<file path="src/rtl/ipsxe_floating_point_a0lo_a1y_norm_rne_v1_0_pkg.sv">
// Floating-point common constants and helpers shared by the
// APM post-adder normalize/round stages.
package ipsxe_floating_point_a0lo_a1y_norm_rne_v1_0_pkg;

  localparam int IN_WIDTH      = 48;
  localparam int MAN_WIDTH     = 23;
  localparam int LZC_WIDTH     = 6;
  // must hold -(IN_WIDTH-1) .. +1 as a signed value
  localparam int EXP_ADJ_WIDTH = 7;

  function automatic logic rne_up(
    input logic g,
    input logic s,
    input logic l
  );
    return g & (s | l);
  endfunction

endpackage

</file>
<file path="src/rtl/ipsxe_floating_point_a0lo_a1y_norm_rne_v1_0_if.sv">
// Sample-in / result-out bundle of the APM normalize-round stage.
// No back-pressure: the producer never waits.
interface ipsxe_floating_point_a0lo_a1y_norm_rne_v1_0_if;
  import ipsxe_floating_point_a0lo_a1y_norm_rne_v1_0_pkg::*;

  logic                     i_valid;
  logic [IN_WIDTH-1:0]      i_p;
  logic                     o_valid;
  logic                     o_sign;
  logic [MAN_WIDTH:0]       o_man;
  logic [EXP_ADJ_WIDTH-1:0] o_exp_adj;
  logic                     o_zero;

  modport master (
    output i_valid, i_p,
    input  o_valid, o_sign, o_man, o_exp_adj, o_zero
  );

  modport slave (
    input  i_valid, i_p,
    output o_valid, o_sign, o_man, o_exp_adj, o_zero
  );

endinterface

</file>
<file path="src/rtl/ipsxe_floating_point_lzc48_v1_0.sv">
// Combinational 48-bit leading-zero counter with all-zero flag.
// Count is 0 when the input is all zero.
module ipsxe_floating_point_lzc48_v1_0
  import ipsxe_floating_point_a0lo_a1y_norm_rne_v1_0_pkg::*;
(
  input  logic [IN_WIDTH-1:0]  i_d,
  output logic [LZC_WIDTH-1:0] o_cnt,
  output logic                 o_zero
);

  logic w_found;

  always_comb begin
    o_cnt   = '0;
    w_found = 1'b0;
    for (int i = IN_WIDTH - 1; i >= 0; i--) begin
      if (!w_found && i_d[i]) begin
        o_cnt   = LZC_WIDTH'(IN_WIDTH - 1 - i);
        w_found = 1'b1;
      end
    end
  end

  assign o_zero = ~|i_d;

endmodule

</file>
<file path="src/rtl/ipsxe_floating_point_a0lo_a1y_norm_rne_v1_0.sv">
// Normalize and RNE-round the raw two's-complement APM P result.
// Fixed 3-stage pipeline: magnitude, normalize, round.
module ipsxe_floating_point_a0lo_a1y_norm_rne_v1_0
  import ipsxe_floating_point_a0lo_a1y_norm_rne_v1_0_pkg::*;
(
  input  logic i_clk,
  input  logic i_rst,
  ipsxe_floating_point_a0lo_a1y_norm_rne_v1_0_if.slave bus
);

  localparam int MW1 = MAN_WIDTH + 1;
  localparam int GB  = IN_WIDTH - 1 - MW1;

  logic                 r1_valid, r1_sign, r1_zero;
  logic [IN_WIDTH-1:0]  r1_mag;
  logic                 r2_valid, r2_sign, r2_zero;
  logic [IN_WIDTH-1:0]  r2_norm;
  logic [LZC_WIDTH-1:0] r2_lzc;

  logic [LZC_WIDTH-1:0]     w_lzc;
  logic                     w_lzc_zero;
  logic [MAN_WIDTH:0]       w_m;
  logic                     w_g, w_s, w_up, w_cy;
  logic [MW1:0]             w_sum;
  logic [MAN_WIDTH:0]       w_man;
  logic [EXP_ADJ_WIDTH-1:0] w_exp;

  // -2^47 negates to itself, which read unsigned is the right magnitude
  always_ff @(posedge i_clk or posedge i_rst) begin
    if (i_rst) begin
      r1_valid <= 1'b0;
      r1_sign  <= 1'b0;
      r1_zero  <= 1'b0;
      r1_mag   <= '0;
    end else begin
      r1_valid <= bus.i_valid;
      r1_sign  <= bus.i_p[IN_WIDTH-1];
      r1_zero  <= ~|bus.i_p;
      r1_mag   <= bus.i_p[IN_WIDTH-1] ? -bus.i_p : bus.i_p;
    end
  end

  ipsxe_floating_point_lzc48_v1_0 u_lzc (
    .i_d    (r1_mag),
    .o_cnt  (w_lzc),
    .o_zero (w_lzc_zero)
  );

  always_ff @(posedge i_clk or posedge i_rst) begin
    if (i_rst) begin
      r2_valid <= 1'b0;
      r2_sign  <= 1'b0;
      r2_zero  <= 1'b0;
      r2_lzc   <= '0;
      r2_norm  <= '0;
    end else begin
      r2_valid <= r1_valid;
      r2_sign  <= r1_sign;
      r2_zero  <= r1_zero | w_lzc_zero;
      r2_lzc   <= w_lzc;
      r2_norm  <= r1_mag << w_lzc;
    end
  end

  assign w_m   = r2_norm[IN_WIDTH-1 -: MW1];
  assign w_g   = r2_norm[GB];
  assign w_s   = |r2_norm[GB-1:0];
  assign w_up  = rne_up(w_g, w_s, w_m[0]);
  assign w_sum = {1'b0, w_m} + {{MW1{1'b0}}, w_up};
  assign w_cy  = w_sum[MW1];

  // carry-out only happens from all ones, so the result is exactly 1.0
  assign w_man = w_cy ? {1'b1, {MAN_WIDTH{1'b0}}}
                      : w_sum[MAN_WIDTH:0];
  assign w_exp = EXP_ADJ_WIDTH'(w_cy)
               - EXP_ADJ_WIDTH'(r2_lzc);

  always_ff @(posedge i_clk or posedge i_rst) begin
    if (i_rst) begin
      bus.o_valid   <= 1'b0;
      bus.o_sign    <= 1'b0;
      bus.o_man     <= '0;
      bus.o_exp_adj <= '0;
      bus.o_zero    <= 1'b0;
    end else begin
      bus.o_valid   <= r2_valid;
      bus.o_zero    <= r2_zero;
      bus.o_sign    <= r2_zero ? 1'b0 : r2_sign;
      bus.o_man     <= r2_zero ? '0 : w_man;
      bus.o_exp_adj <= r2_zero ? '0 : w_exp;
    end
  end

endmodule

</file>
<file path="src/flat_wrapper.sv">
// flat-port wrapper written by rule: the top's interface ports become plain ports
module ipsxe_floating_point_a0lo_a1y_norm_rne_v1_0_flat import ipsxe_floating_point_a0lo_a1y_norm_rne_v1_0_pkg::*;
  (i_clk, i_rst, bus_i_valid, bus_i_p, bus_o_valid, bus_o_sign, bus_o_man, bus_o_exp_adj, bus_o_zero);
  ipsxe_floating_point_a0lo_a1y_norm_rne_v1_0_if bus_i ();
  input  logic i_clk;
  input  logic i_rst;
  input wire logic [$bits(bus_i.i_valid)-1:0] bus_i_valid;
  input wire logic [$bits(bus_i.i_p)-1:0] bus_i_p;
  output wire logic [$bits(bus_i.o_valid)-1:0] bus_o_valid;
  output wire logic [$bits(bus_i.o_sign)-1:0] bus_o_sign;
  output wire logic [$bits(bus_i.o_man)-1:0] bus_o_man;
  output wire logic [$bits(bus_i.o_exp_adj)-1:0] bus_o_exp_adj;
  output wire logic [$bits(bus_i.o_zero)-1:0] bus_o_zero;
  assign bus_i.i_valid = bus_i_valid;
  assign bus_i.i_p = bus_i_p;
  assign bus_o_valid = bus_i.o_valid;
  assign bus_o_sign = bus_i.o_sign;
  assign bus_o_man = bus_i.o_man;
  assign bus_o_exp_adj = bus_i.o_exp_adj;
  assign bus_o_zero = bus_i.o_zero;
  ipsxe_floating_point_a0lo_a1y_norm_rne_v1_0 u_core (.i_clk(i_clk), .i_rst(i_rst), .bus(bus_i));
endmodule
</file>
<file path="config.mk">
export PLATFORM = sky130hd
export DESIGN_NAME = ipsxe_floating_point_a0lo_a1y_norm_rne_v1_0_flat
export DESIGN_NICKNAME = d
export VERILOG_FILES = /design/src/rtl/ipsxe_floating_point_a0lo_a1y_norm_rne_v1_0_pkg.sv /design/src/rtl/ipsxe_floating_point_a0lo_a1y_norm_rne_v1_0_if.sv /design/src/rtl/ipsxe_floating_point_lzc48_v1_0.sv /design/src/rtl/ipsxe_floating_point_a0lo_a1y_norm_rne_v1_0.sv /design/src/flat_wrapper.sv
export SDC_FILE = /design/constraint.sdc
export NUM_CORES = 1
export LEC_CHECK = 0
export CORE_UTILIZATION = 30
export CTS_BUF_LIST = sky130_fd_sc_hd__clkbuf_8
export CTS_CLUSTER_SIZE = 8
export DETAILED_ROUTE_END_ITERATION = 12
export HOLD_SLACK_MARGIN = 0.05
export PLACE_DENSITY = 0.55
export SLEW_MARGIN = 40
export SYNTH_ARGS = -nofsm -noshare
export SYNTH_HDL_FRONTEND = slang
export SYNTH_HIERARCHICAL = 1
export SYNTH_SLANG_ARGS = --single-unit
</file>
<file path="constraint.sdc">
create_clock -name i_clk -period 6.2 [get_ports i_clk]
set_clock_uncertainty 0.1 [all_clocks]
set_input_delay 1.86 -clock i_clk [delete_from_list [all_inputs] [get_ports i_clk]]
set_output_delay 1.86 -clock i_clk [all_outputs]
set_load 0.01 [all_outputs]
</file>
==> reports/metrics.yaml <==
dp_hpwl_mm: 19.2
period_share_pct: 72.3
tritoncts: "done"
die_area_mm2: 0.0314
critPathKind: "reg -> reg"
area_growth_pct: 18.0
antenna_found_initial: 0
regToRegSetupSlack_ns: 1.72
synthMuxAreaShare_pct: 19.0
period_needed_ns: 4.48
synth_fa_ha_area_share_pct: 0.544
track_usage_pct: 16.8
crit_path_cell_trace: "nor4_2, nand4_2, nor2b_4, nand2_2, a211o_1, a221oi_4, buf_4, mux4_2, a21oi_1, o22ai_1, or3_1"
worstPathBufferInverterCount: 1
ys_seq_area_share_pct: 38.6
path_clk_slew_ns: 0.08
status: "finished, final reports clean"
reg2reg_to: "u_core/r2_norm[45]$_DFF_PP0_"
ys_ff_latch: 142
overflow: 0
fin_nets: 1032
drtAntennaViolNets: 0
numCtsBuffers: 17
cts_root_buffer: "clkbuf_8"
slew_viol_final: 0
die_x_um: 177
vias: 7462
avgSynthCellArea_um2: 10.1
synth_top_family_by_area: "multiplexers"
cp-startpoint: "u_core/r1_mag[45]$_DFF_PP0_"
syn_inst: 914
grt_max_degree: 74
setup_tns_ns: 0
via_per_inst: 5.41
finalHoldViolations: 0
insertedDiodeCount: 0
ys_types: 72
hp-class: "reg -> reg"
setup_viol: 0
synth_area_mm2: 0.00920
drtIter0Drc: 513
start_util_pct: 30.8
crit_path_max_incr_delay_ns: 0.58
wire_per_inst_um: 18.4
h-tree-depth: 4
grt_pass1_vias: 7282
crit_required_ns: 6.42
cp_slowest_cell: "mux4_2"
drc_errors: 0
maxClockFrequency_mhz: 223
pin_count: 85
nFillCells: 2978
rows: 63
cts_buffer_depth: 2
yosys-top-cells-count: "dfrtp_1, nor2_1, nand2_1"
vdd_drop_max_v: 0.000122
cp_num_cells: 11
grt_pass1_wl_mm: 41.3
core-area_mm2: 0.0299
worst_slew_pin_slew_ns: 0.767
gp_congestion: 0.987
synth-main-ff-cell: "dfrtp_1"
synth_nets: 969
synth_top_area_share_pct: 38.6
cp_top_family: "simple AND/OR/NAND/NOR gates"
yosysWarnings: 6
post_cts_resize_count: 0
synth-simple-area-share_pct: 18.3
path_max_fanout: 38
synthXorXnorAreaFrac_pct: 6.66
rr_worst_depth: 11
r2r-start: "u_core/r1_mag[45]$_DFF_PP0_"
drt_pass1_iterations: 5
fin_util_pct: 36.4
crit_path_end: "u_core/r2_norm[45]$_DFF_PP0_"
yosys.cell_count.top_type: "dfrtp_1"
slew_headroom_pct: 48.8
clock_sinks: 142
synth-async-reset-ratio_pct: 100
crit_path_end_kind: "flop"
port_buffers: 84
synth_area_leaders: "dfrtp_1, mux4_2, mux2i_1"
p_per_area_mw_per_mm2: 271
synth_compound_area_share_pct: 13.8
max-cap-violations: 0
synth_edf_count: 0
routed_wl_mm: 25.4
yosys.area.top_type: "dfrtp_1"
drive_gt1_share_pct: 15.7
worstPathArrival_ns: 4.71
postCtsSetupRepairBufs: 0
p_leak_nw: 3.98
rsz0062_at_grt: "false"
clk_latency_ns: 0.45
die_h_um: 177
cts_hold_buffers: 0
start_kind: "flop"
==> state kept, by name (all words and copies together) (netlist names) <==
name,count
u_core/bus.o_valid,1
u_core/bus.o_man,24
u_core/r1_mag,48
u_core/r1_valid,1
u_core/r2_sign,1
u_core/bus.o_sign,1
u_core/bus.o_zero,1
u_core/r2_valid,1
u_core/r2_zero,1
u_core/r2_norm,48
u_core/bus.o_exp_adj,7
u_core/r2_lzc,6
u_core/r1_zero,1
u_core/r1_sign,1
==> cell usage in the layout (no fill, tap or decap), types with 13 or more instances in the layout <==
cell and count:
clkbuf_8 18, nor4_1 19, mux2i_1 52, nand3_1 20, nor3_1 20, dfrtp_1 142
o22ai_1 17, xor2_1 19, nand2_1 70, o211ai_1 14, or2_2 13, inv_1 18
xnor2_1 51, nor2_1 93, mux4_2 42, clkdlybuf4s50_1 83, mux2_2 25, a21oi_1 32
or3_1 14, o21ai_0 36
==> through the flow <==
stage               area [µm²]  cells  setup WS (ns)  hold WS (ns)  power [mW]
global route             10900   1380           1.31         0.264        3.12
detailed placement       10500   1347           1.56         0.237        2.26
CTS                      10800   1379           1.64         0.256        2.96
global placement         10500   1347           1.58         0.235        2.25
finish                   10900   1380           1.72         0.253        2.94
floorplan                 9200    914          0.430         0.231        1.85
==> cells by family after synthesis <==
family                   Yosys count
AO/OA/AOI/OAI                    182
XOR/XNOR                          70
adder cells (fa/ha/maj)            4
buffers and inverters             71
flip-flops                       142
multiplexers                     119
AND/OR/NAND/NOR                  326
==> per-layer routing <==
layer  track usage, %  up-vias  part of all wire [%]
li1                 -     3520                     -
met1             22.8     3635                    46
met2             26.4      260                    46
met3             2.88       47                   5.0
met4             6.97        0                   3.4
met5                0        -                     0
==> where the power goes <==
part	switching (mW)	total [mW]	leakage, nW	internal, mW
registers	0.151	1.25	1.67	1.10
logic	0.513	0.992	2.13	0.479
clock network	0.368	0.695	0.180	0.327
total	1.03	2.94	3.98	1.91
==> layout make-up <==
class | count | area [µm²] | area share (%)
Sequential cell | 142 | 3550 | 32.7
Clock inverter | 14 | 120 | 1.11
Inverter | 19 | 76.3 | 0.703
Multi-Input combinational cell | 701 | 5420 | 49.9
Timing Repair Buffer | 96 | 953 | 8.78
Clock buffer | 18 | 248 | 2.28
Tap cell | 390 | 488 | 4.49
==> worst min path at each step <==
stage,from,endpoint,slack [ns],cells past startpoint
floorplan,u_core/r2_valid$_DFF_PP0_,u_core/bus.o_valid$_DFF_PP0_,0.23,0
global placement,u_core/r2_valid$_DFF_PP0_,u_core/bus.o_valid$_DFF_PP0_,0.24,0
detailed placement,u_core/r2_valid$_DFF_PP0_,u_core/bus.o_valid$_DFF_PP0_,0.24,0
CTS,u_core/r2_valid$_DFF_PP0_,u_core/bus.o_valid$_DFF_PP0_,0.26,0
global route,u_core/r1_valid$_DFF_PP0_,u_core/r2_valid$_DFF_PP0_,0.26,0
finish,u_core/r2_valid$_DFF_PP0_,u_core/bus.o_valid$_DFF_PP0_,0.25,0
(Power assumes the default switching activity.)
